[config.mk]
export PLATFORM = sky130hd
export DESIGN_NAME = alu_req_arbiter_flat
export DESIGN_NICKNAME = d
export VERILOG_FILES = /design/src/rtl/alu_req_arbiter_if.sv /design/src/rtl/alu_req_arbiter.sv /design/src/flat_wrapper.sv
export SDC_FILE = /design/constraint.sdc
export NUM_CORES = 1
export LEC_CHECK = 0
export ABC_CLOCK_PERIOD_IN_PS = 1700
export CORE_ASPECT_RATIO = 1.4
export CORE_MARGIN = 3
export CORE_UTILIZATION = 26
export CTS_BUF_LIST = sky130_fd_sc_hd__clkbuf_2
export CTS_CLUSTER_DIAMETER = 150
export DETAILED_ROUTE_END_ITERATION = 7
export HOLD_SLACK_MARGIN = 0.05
export PLACE_DENSITY = 0.68
export SYNTH_ARGS = -nofsm -noshare
export SYNTH_HDL_FRONTEND = slang
export SYNTH_SLANG_ARGS = --single-unit
[constraint.sdc]
create_clock -name CLK_in -period 1.7 [get_ports CLK_in]
set_clock_uncertainty 0.1 [all_clocks]
set_input_delay 0.17 -clock CLK_in [delete_from_list [all_inputs] [get_ports CLK_in]]
set_output_delay 0.17 -clock CLK_in [all_outputs]
set_load 0.02 [all_outputs]
[src/rtl/alu_req_arbiter_if.sv]
// Request, response and arithmetic-unit signal bundle
// for the two-port arbiter.
interface alu_req_arbiter_if #(
  parameter int DATA_W = 16
);
  logic              req0_valid;
  logic              req0_ready;
  logic [1:0]        req0_op;
  logic [DATA_W-1:0] req0_a;
  logic [DATA_W-1:0] req0_b;
  logic              req1_valid;
  logic              req1_ready;
  logic [1:0]        req1_op;
  logic [DATA_W-1:0] req1_a;
  logic [DATA_W-1:0] req1_b;

  logic                rsp_valid;
  logic                rsp_ready;
  logic                rsp_id;
  logic [2*DATA_W-1:0] rsp_data;
  logic                rsp_ovf;
  logic                rsp_dz;

  logic [DATA_W-1:0]   alu_A;
  logic [DATA_W-1:0]   alu_B;
  logic [3:0]          alu_fun;
  logic                alu_en;
  logic [2*DATA_W-1:0] alu_out;
  logic                alu_flag;
  logic                alu_ovf;

  modport slave (
    input  req0_valid, req0_op, req0_a, req0_b,
    input  req1_valid, req1_op, req1_a, req1_b,
    output req0_ready, req1_ready,
    output rsp_valid, rsp_id, rsp_data,
    output rsp_ovf, rsp_dz,
    input  rsp_ready,
    output alu_A, alu_B, alu_fun, alu_en,
    input  alu_out, alu_flag, alu_ovf
  );

  modport master (
    output req0_valid, req0_op, req0_a, req0_b,
    output req1_valid, req1_op, req1_a, req1_b,
    input  req0_ready, req1_ready,
    input  rsp_valid, rsp_id, rsp_data,
    input  rsp_ovf, rsp_dz,
    output rsp_ready,
    input  alu_A, alu_B, alu_fun, alu_en,
    output alu_out, alu_flag, alu_ovf
  );
endinterface

[src/rtl/alu_req_arbiter.sv]
// Round-robin arbiter/sequencer feeding the shared
// arithmetic unit; one operation in flight at a time.
module alu_req_arbiter #(
  parameter int DATA_W = 16
) (
  input logic CLK_in,
  input logic RST_in,
  alu_req_arbiter_if.slave bus
);
  typedef enum logic [1:0] {
    IDLE, ISSUE, WAIT, RESP
  } state_t;

  state_t r_state;
  state_t w_next;

  logic              r_last;
  logic [1:0]        r_op;
  logic              r_dz;
  logic              r_id;
  logic              w_g;
  logic              w_acc;
  logic [1:0]        w_op;
  logic [DATA_W-1:0] w_a;
  logic [DATA_W-1:0] w_b;

  // Tie goes to whoever did not win last time.
  assign w_g = (bus.req0_valid && bus.req1_valid)
             ? ~r_last : bus.req1_valid;
  assign w_op = w_g ? bus.req1_op : bus.req0_op;
  assign w_a  = w_g ? bus.req1_a  : bus.req0_a;
  assign w_b  = w_g ? bus.req1_b  : bus.req0_b;

  always_comb begin
    w_next = r_state;
    w_acc  = 1'b0;
    unique case (r_state)
      IDLE: begin
        w_acc = (bus.req0_valid || bus.req1_valid)
              && !RST_in;
        if (w_acc) w_next = ISSUE;
      end
      ISSUE: w_next = WAIT;
      WAIT: if (bus.alu_flag) w_next = RESP;
      RESP: if (bus.rsp_ready) w_next = IDLE;
      default: w_next = IDLE;
    endcase
    bus.req0_ready = w_acc && !w_g;
    bus.req1_ready = w_acc && w_g;
  end

  always_ff @(posedge CLK_in) begin
    if (RST_in) r_state <= IDLE;
    else        r_state <= w_next;
  end

  always_ff @(posedge CLK_in) begin
    if (RST_in) begin
      r_last      <= 1'b1;
      r_op        <= 2'd0;
      r_dz        <= 1'b0;
      r_id        <= 1'b0;
      bus.alu_en  <= 1'b0;
      bus.alu_A   <= '0;
      bus.alu_B   <= '0;
      bus.alu_fun <= 4'd0;
    end else begin
      // Unit inputs are live only during ISSUE.
      bus.alu_en  <= w_acc;
      bus.alu_A   <= w_acc ? w_a : '0;
      bus.alu_B   <= w_acc ? w_b : '0;
      bus.alu_fun <= w_acc ? {2'b00, w_op} : 4'd0;
      if (w_acc) begin
        r_op   <= w_op;
        r_dz   <= (w_op == 2'b11) && (w_b == '0);
        r_id   <= w_g;
        r_last <= w_g;
      end
    end
  end

  always_ff @(posedge CLK_in) begin
    if (RST_in) begin
      bus.rsp_valid <= 1'b0;
      bus.rsp_id    <= 1'b0;
      bus.rsp_data  <= '0;
      bus.rsp_ovf   <= 1'b0;
      bus.rsp_dz    <= 1'b0;
    end else begin
      bus.rsp_valid <= (w_next == RESP);
      if (r_state == WAIT && bus.alu_flag) begin
        bus.rsp_id   <= r_id;
        bus.rsp_data <= bus.alu_out;
        bus.rsp_ovf  <= (r_op == 2'b11)
                      ? 1'b0 : bus.alu_ovf;
        bus.rsp_dz   <= r_dz;
      end
    end
  end
endmodule

[src/flat_wrapper.sv]
// flat-port wrapper written by rule: the top's interface ports become plain ports
module alu_req_arbiter_flat 
#(
  parameter int DATA_W = 16
)
  (CLK_in, RST_in, bus_req0_valid, bus_req0_op, bus_req0_a, bus_req0_b, bus_req1_valid, bus_req1_op, bus_req1_a, bus_req1_b, bus_req0_ready, bus_req1_ready, bus_rsp_valid, bus_rsp_id, bus_rsp_data, bus_rsp_ovf, bus_rsp_dz, bus_rsp_ready, bus_alu_A, bus_alu_B, bus_alu_fun, bus_alu_en, bus_alu_out, bus_alu_flag, bus_alu_ovf);
  alu_req_arbiter_if #(.DATA_W(DATA_W)) bus_i ();
  input logic CLK_in;
  input logic RST_in;
  input wire logic [$bits(bus_i.req0_valid)-1:0] bus_req0_valid;
  input wire logic [$bits(bus_i.req0_op)-1:0] bus_req0_op;
  input wire logic [$bits(bus_i.req0_a)-1:0] bus_req0_a;
  input wire logic [$bits(bus_i.req0_b)-1:0] bus_req0_b;
  input wire logic [$bits(bus_i.req1_valid)-1:0] bus_req1_valid;
  input wire logic [$bits(bus_i.req1_op)-1:0] bus_req1_op;
  input wire logic [$bits(bus_i.req1_a)-1:0] bus_req1_a;
  input wire logic [$bits(bus_i.req1_b)-1:0] bus_req1_b;
  output wire logic [$bits(bus_i.req0_ready)-1:0] bus_req0_ready;
  output wire logic [$bits(bus_i.req1_ready)-1:0] bus_req1_ready;
  output wire logic [$bits(bus_i.rsp_valid)-1:0] bus_rsp_valid;
  output wire logic [$bits(bus_i.rsp_id)-1:0] bus_rsp_id;
  output wire logic [$bits(bus_i.rsp_data)-1:0] bus_rsp_data;
  output wire logic [$bits(bus_i.rsp_ovf)-1:0] bus_rsp_ovf;
  output wire logic [$bits(bus_i.rsp_dz)-1:0] bus_rsp_dz;
  input wire logic [$bits(bus_i.rsp_ready)-1:0] bus_rsp_ready;
  output wire logic [$bits(bus_i.alu_A)-1:0] bus_alu_A;
  output wire logic [$bits(bus_i.alu_B)-1:0] bus_alu_B;
  output wire logic [$bits(bus_i.alu_fun)-1:0] bus_alu_fun;
  output wire logic [$bits(bus_i.alu_en)-1:0] bus_alu_en;
  input wire logic [$bits(bus_i.alu_out)-1:0] bus_alu_out;
  input wire logic [$bits(bus_i.alu_flag)-1:0] bus_alu_flag;
  input wire logic [$bits(bus_i.alu_ovf)-1:0] bus_alu_ovf;
  assign bus_i.req0_valid = bus_req0_valid;
  assign bus_i.req0_op = bus_req0_op;
  assign bus_i.req0_a = bus_req0_a;
  assign bus_i.req0_b = bus_req0_b;
  assign bus_i.req1_valid = bus_req1_valid;
  assign bus_i.req1_op = bus_req1_op;
  assign bus_i.req1_a = bus_req1_a;
  assign bus_i.req1_b = bus_req1_b;
  assign bus_req0_ready = bus_i.req0_ready;
  assign bus_req1_ready = bus_i.req1_ready;
  assign bus_rsp_valid = bus_i.rsp_valid;
  assign bus_rsp_id = bus_i.rsp_id;
  assign bus_rsp_data = bus_i.rsp_data;
  assign bus_rsp_ovf = bus_i.rsp_ovf;
  assign bus_rsp_dz = bus_i.rsp_dz;
  assign bus_i.rsp_ready = bus_rsp_ready;
  assign bus_alu_A = bus_i.alu_A;
  assign bus_alu_B = bus_i.alu_B;
  assign bus_alu_fun = bus_i.alu_fun;
  assign bus_alu_en = bus_i.alu_en;
  assign bus_i.alu_out = bus_alu_out;
  assign bus_i.alu_flag = bus_alu_flag;
  assign bus_i.alu_ovf = bus_alu_ovf;
  alu_req_arbiter #(.DATA_W(DATA_W)) u_core (.CLK_in(CLK_in), .RST_in(RST_in), .bus(bus_i));
endmodule
==> results of run 1 <==
-- power breakdown --
part	switching [uW]	leakage (uW)	internal (uW)	total, uW
Sequential	40.1	0.000637	1930	1970
Combinational	511	0.00186	574	1080
Clock	658	0.0000702	355	1010
-- metrics by stage --
stage	area (um2)	TNS, ps	power (uW)	utilization
3_3_place_gp	5110	-1010	2970	0.428
4_1_cts	5990	-321	4140	0.502
2_1_floorplan	3200	0	2470	-
3_5_place_dp	5110	-1370	2980	0.428
5_1_grt	6000	-449	4310	0.503
6_report	6000	-117	4070	0.503
-- path summary, 6_finish.rpt --
check | start | endpoint | slack, ps | cells past startpoint
max reg2reg | u_core.r_state[0]$_SDFF_PP0_ | u_core.r_dz$_SDFFE_PP0N_ | 150 | 6
max | u_core.r_state[0]$_SDFF_PP0_ | bus_req1_ready | -60 | 4
min reg2reg | u_core.bus.rsp_ovf$_SDFFE_PP0P_ | u_core.bus.rsp_ovf$_SDFFE_PP0P_ | 360 | 2
min | bus_req0_b[6] | u_core.bus.alu_B[6]$_SDFF_PP0_ | 120 | 3
-- cell usage after synthesis, types with 2 or more instances --
cell type	number
nor3b_1	2
mux2i_1	2
nor4_1	6
nor2_1	4
a21oi_1	13
or2_1	2
inv_1	2
a21oi_2	60
buf_8	3
nor2_2	2
buf_6	6
nand4_1	2
dfxtp_1	78
a21o_1	3
nand2_1	110
buf_4	2
buf_2	11
nand2_2	32
-- routing by layer --
layer,vias to the layer above,share of wire,GRT usage
li1,1676,-,-
met1,1587,0.37,0.168
met2,139,0.53,0.313
met3,20,0.073,0.0541
met4,0,0.023,0.0737
met5,-,0,0
-- kinds of logic (layout without fill, tap and decap cells) --
logic type | after synthesis | after routing | share of synthesized area
AO/OA/AOI/OAI | 79 | 79 | 0.204
buffers and inverters | 27 | 298 | 0.0631
flip-flops | 78 | 78 | 0.489
multiplexers | 2 | 2 | 0.00627
other | 1 | 3 | 0.00117
AND/OR/NAND/NOR | 165 | 165 | 0.236
-- final cells by class --
cell class                 instances  share of cell area
sequential                        78               0.261
tap                              147              0.0306
antenna                            1            0.000417
timing repair buffer             279               0.447
inverter                           3             0.00188
clock inverter                     5             0.00980
multi-input combinational        248               0.241
clock buffer                      11             0.00917
-- state kept, by name, summed over array words and instances, names as in the netlist --
signal,cells
u_core.bus.rsp_id,1
u_core.bus.alu_fun,2
u_core.bus.rsp_valid,1
u_core.bus.alu_A,16
u_core.bus.rsp_ovf,1
u_core.r_dz,1
u_core.r_state,2
u_core.r_op,2
u_core.bus.alu_en,1
u_core.r_id,1
u_core.bus.alu_B,16
u_core.r_last,1
u_core.bus.rsp_data,32
u_core.bus.rsp_dz,1
-- critical path: stages, from the launching register on --
cell,delay [ps]
dfxtp_2,380
nor2_4,110
nand3b_1,180
nor2_4,180
buf_6,140
-- repair_timing --
item                                   in CTS  in global routing
hold buffers                               80                  0
setup endpoints to repair                  73                  4
gates resized for setup                    86                  4
buffers inserted                            5                  0
pin swaps                                   4                  3
endpoints found under the hold margin      60                  0
==> results.yml, run 1 <==
cells_and_area:
  layout.cells.non_filler: 772
  area_delta_synth_final_pct: 88.1
  fillerInstances: 1083
  final_common_cell: "nand2_1"
  layout_common_cells: "110 x nand2_1, 105 x clkdlybuf4s50_1, 79 x dlygate4sd3_1, 76 x dfxtp_1, 71 x dlygate4sd2_1"
  seq_area_um2: 1560
  fin_nets: 726
  multi_input_area_um2: 1450
  drive_above_1_share: 0.223
setup_path:
  cp-start-kind: "flop"
  critical_path_class: "flop to output port"
  crit_path_end_kind: "output port"
  critPathMaxFanout: 3
  worstPathArrival_ps: 1490
  critPathRequiredTime_ps: 1430
grt:
  grt_pass1_vias: 3724
  grt_util_all_layers: 0.167
  grt_pass1_wl_mm: 17.9
  grt-ovfl-total: 0
  grt_start_max_net_pins: 41
  antenna_found_initial: 1
route:
  firstDrtPassIters: 4
  viasPerCell: 4.43
  route.vias.total: 3422
  route.detailed.drc: 0
  ant_nets: 0
  finalWirelength_mm: 11.2
  drt_iter0_markers: 72
  wl_per_cell_um: 14.4
placement:
  portBuffers: 179
  place_ws_ps: -404
  gp_congestion: 0.814
  dpl.cell_count: 670
  hpwl_mm: 7.38
floorplan:
  die-area_um2: 13700
  core_um2: 11900
  ios: 182
  rows: 47
  die_height_um: 137
  die_w_um: 99.6
  start_util: 0.267
sta:
  whs_ps: 119
  setup_viol: 2
  tightestPinTransition_ps: 628
  fmax_mhz: 567
  max_slew_margin: 0.581
  period_needed_ps: 1760
  rsz0062_at_grt: "yes"
  drv_slew: 0
  layout_setup_ws_ps: -64.9
  fin_crit_sh: 1.04
  hold_viol: 0
status:
  violations: "negative setup slack"
  status: "finished with violations"
yosys:
  yosys.area.top_type: "dfxtp_1"
  netlist.area_leader.share: 0.489
  syn_area_per_cell_um2: 9.07
  synth_ff_type: "dfxtp_1"
  synth_area_leaders: "dfxtp_1 49%, a21oi_2 16%, nand2_1 13%"
  synth-seq-area-share: 0.489
  synth_area_um2: 3190
  syn_inst: 352
  synth-edff-count: 0
  ys_types: 30
  synth-seq-cells: 78
  synthArstFlopShare: 0
  synth_warnings: 0
hold_path:
  hold_class: "primary input to flop"
flow_run:
  drv_cap: 0
cts:
  numCtsBuffers: 9
  cts.clk_slew.worst_paths_ps: 210
  clk_latency_ps: 510
  clock-sinks: 78
  cts_root_buffer: "clkbuf_2"
  cts_tree: "yes"
  h-tree-depth: 3
  cts_buffer_depth: 2
pwr:
  power.density_nw_per_um2: 678
  p_leak_uw: 0.00256
  vdd_drop_max_uv: 396
(Power assumes the default switching activity.)
==> run 2: changes to the inputs <==
Settings changed: CTS_CLUSTER_SIZE from default to 14.
==> results of run 2 <==
The final DEF is identical to that of run 1; final timing and power are the same.
==> run 3: changes to the inputs <==
Settings changed: CORE_UTILIZATION 26 to 39, PLACE_DENSITY 0.68 to 0.92.
==> run 3 against run 2 <==
Against the previous run: the run still ends with negative setup slack left; register-to-register slack about the same; critical path depth increased by 1; cell area decreased by 7.2%; flip-flop and latch count unchanged; die area decreased by 32%; hold slack got worse by 8.7 ps; utilization increased by 21 points; count of clock-buffer cells in the layout decreased by 2; critical path type unchanged; critical endpoint unchanged.
==> results.yml, run 3 (same netlist as run 1, synthesis figures left out) <==
route:
  finalWirelength_mm: 10.7
  drt_iter0_markers: 107
  wl_per_cell_um: 15.6
  route.detailed.drc: 0
  route.vias.total: 3343
  viasPerCell: 4.85
  ant_nets: 0
  firstDrtPassIters: 4
placement:
  dpl.cell_count: 623
  hpwl_mm: 7.03
  gp_congestion: 0.807
  portBuffers: 179
setup_path:
  crit_path_end_kind: "output port"
  critPathMaxFanout: 2
  cpPeakStageDelay_ps: 380
  ff2ff_setup_slack_ps: 150
  crit_chain: "nor2_4 -> nand3b_1 -> buf_4 -> nor2_4 -> buf_6"
  worstPathArrival_ps: 1500
  crit_path_frequent_cell: "nor2_4"
  cp-start-kind: "flop"
  slowest_stage: "dfxtp_2"
  critPathRequiredTime_ps: 1430
  critical_path_class: "flop to output port"
cells_and_area:
  drive_above_1_share: 0.229
  layout.cells.non_filler: 689
  largestRegisters: "u_core.bus.rsp_data x32, u_core.bus.alu_A x16, u_core.bus.alu_B x16"
  final_common_cell: "nand2_1"
  area_delta_synth_final_pct: 74.6
  top_register: "u_core.bus.rsp_data"
  diodes: 0
  fin_nets: 691
  largest_register_ffs: 32
  layout_common_cells: "110 x nand2_1, 105 x clkdlybuf4s50_1, 77 x dfxtp_1, 71 x dlygate4sd2_1, 60 x a21oi_2"
floorplan:
  ios: 182
  core_um2: 7850
  rows: 38
  die_height_um: 113
  die_w_um: 82.5
  die-area_um2: 9320
  start_util: 0.407
cts:
  h-tree-depth: 3
  cts.clk_slew.worst_paths_ps: 210
  clock-sinks: 78
  cts_root_buffer: "clkbuf_2"
  clk_latency_ps: 510
  cts_buffer_depth: 2
  numCtsBuffers: 9
  cts_tree: "yes"
sta:
  rsz0062_at_grt: "yes"
  drv_slew: 0
  fin_crit_sh: 1.04
  max_slew_margin: 0.593
  tightestPinTransition_ps: 610
  whs_ps: 110
  hold_viol: 0
  period_needed_ps: 1770
  layout_setup_ws_ps: -65.3
  tns_ps: -116
  fmax_mhz: 566
  setup_viol: 2
pwr:
  comb_power_share: 0.267
  report.power.total_uw: 3820
  p_sw_frac: 0.312
  p_switching_uw: 1190
  vdd_drop_max_uv: 562
  clockPowerShare: 0.216
  internal-power_uw: 2630
  power.density_nw_per_um2: 686
  p_leak_uw: 0.00238
  power_frac_seq: 0.516
status:
  violations: "negative setup slack"
  status: "finished with violations"
grt:
  grt_start_max_net_pins: 41
  antenna_found_initial: 0
  grt_util_all_layers: 0.231
  grt_pass1_vias: 3485
  grt_pass1_wl_mm: 16.5
  grt-ovfl-total: 0
hold_path:
  hold_class: "primary input to flop"
flow_run:
  drv_cap: 0
## run 3: cell type report
| class | instances | area [um2] |
|---|---|---|
| Timing Repair Buffer | 244 | 2340 |
| Fill cell | 593 | 2270 |
| Sequential cell | 78 | 1560 |
| Multi-Input combinational cell | 248 | 1450 |
| Tap cell | 100 | 125 |
| Clock buffer | 9 | 45.0 |
| Clock inverter | 7 | 41.3 |
| Inverter | 3 | 11.3 |
## run 3: worst paths after layout
check,from,end,cells after the start
worst min register to register,u_core.bus.rsp_data[18]$_SDFFE_PP0P_,u_core.bus.rsp_data[18]$_SDFFE_PP0P_,2
worst max-delay path,u_core.r_state[0]$_SDFF_PP0_,bus_req1_ready,5
worst min-delay path,bus_alu_out[0],u_core.bus.rsp_data[0]$_SDFFE_PP0P_,3
worst max register to register,u_core.r_last$_SDFFE_PP1N_,u_core.r_dz$_SDFFE_PP0N_,5
## run 3: what timing repair did
item                                    in CTS  in global routing
pin swaps                                    2                  2
endpoints found under the setup margin      73                  3
hold buffers                                45                  3
endpoints found under the hold margin       31                  3
setup buffers                                1                  1
resized for setup                           88                  1
## run 3: worst max-delay path, delay by kind of cell, from the launching register on
family / cells / cell delay [ps]
buffers and inverters: 2 / 290
and+or+nand+nor: 3 / 310
DFF: 1 / 380
## run 3: power groups by stage
stage | combinational [uW] | sequential (uW) | clock, uW
finish | 1020 | 1970 | 826
global route | 1090 | 1990 | 929
CTS | 1000 | 1980 | 863
detailed placement | 963 | 2010 | 0
global placement | 947 | 2010 | 0
floorplan | 344 | 2130 | 0
## run 3: metrics by stage
step / util / setup WS [ps] / cell area (um2)
detailed placement: 0.644 / -472 / 5050
CTS: 0.705 / -154 / 5530
global route: 0.710 / -184 / 5570
finish: 0.710 / -65.3 / 5570
floorplan: - / 303 / 3200
global placement: 0.644 / -410 / 5050
## run 3: metal layers
layer | GRT usage | part of all wire | vias to the layer above
met2 | 0.413 | 0.54 | 146
li1 | - | - | 1606
met4 | 0.0998 | 0.029 | 0
met1 | 0.241 | 0.35 | 1564
met5 | 0 | 0 | -
met3 | 0.0685 | 0.080 | 27
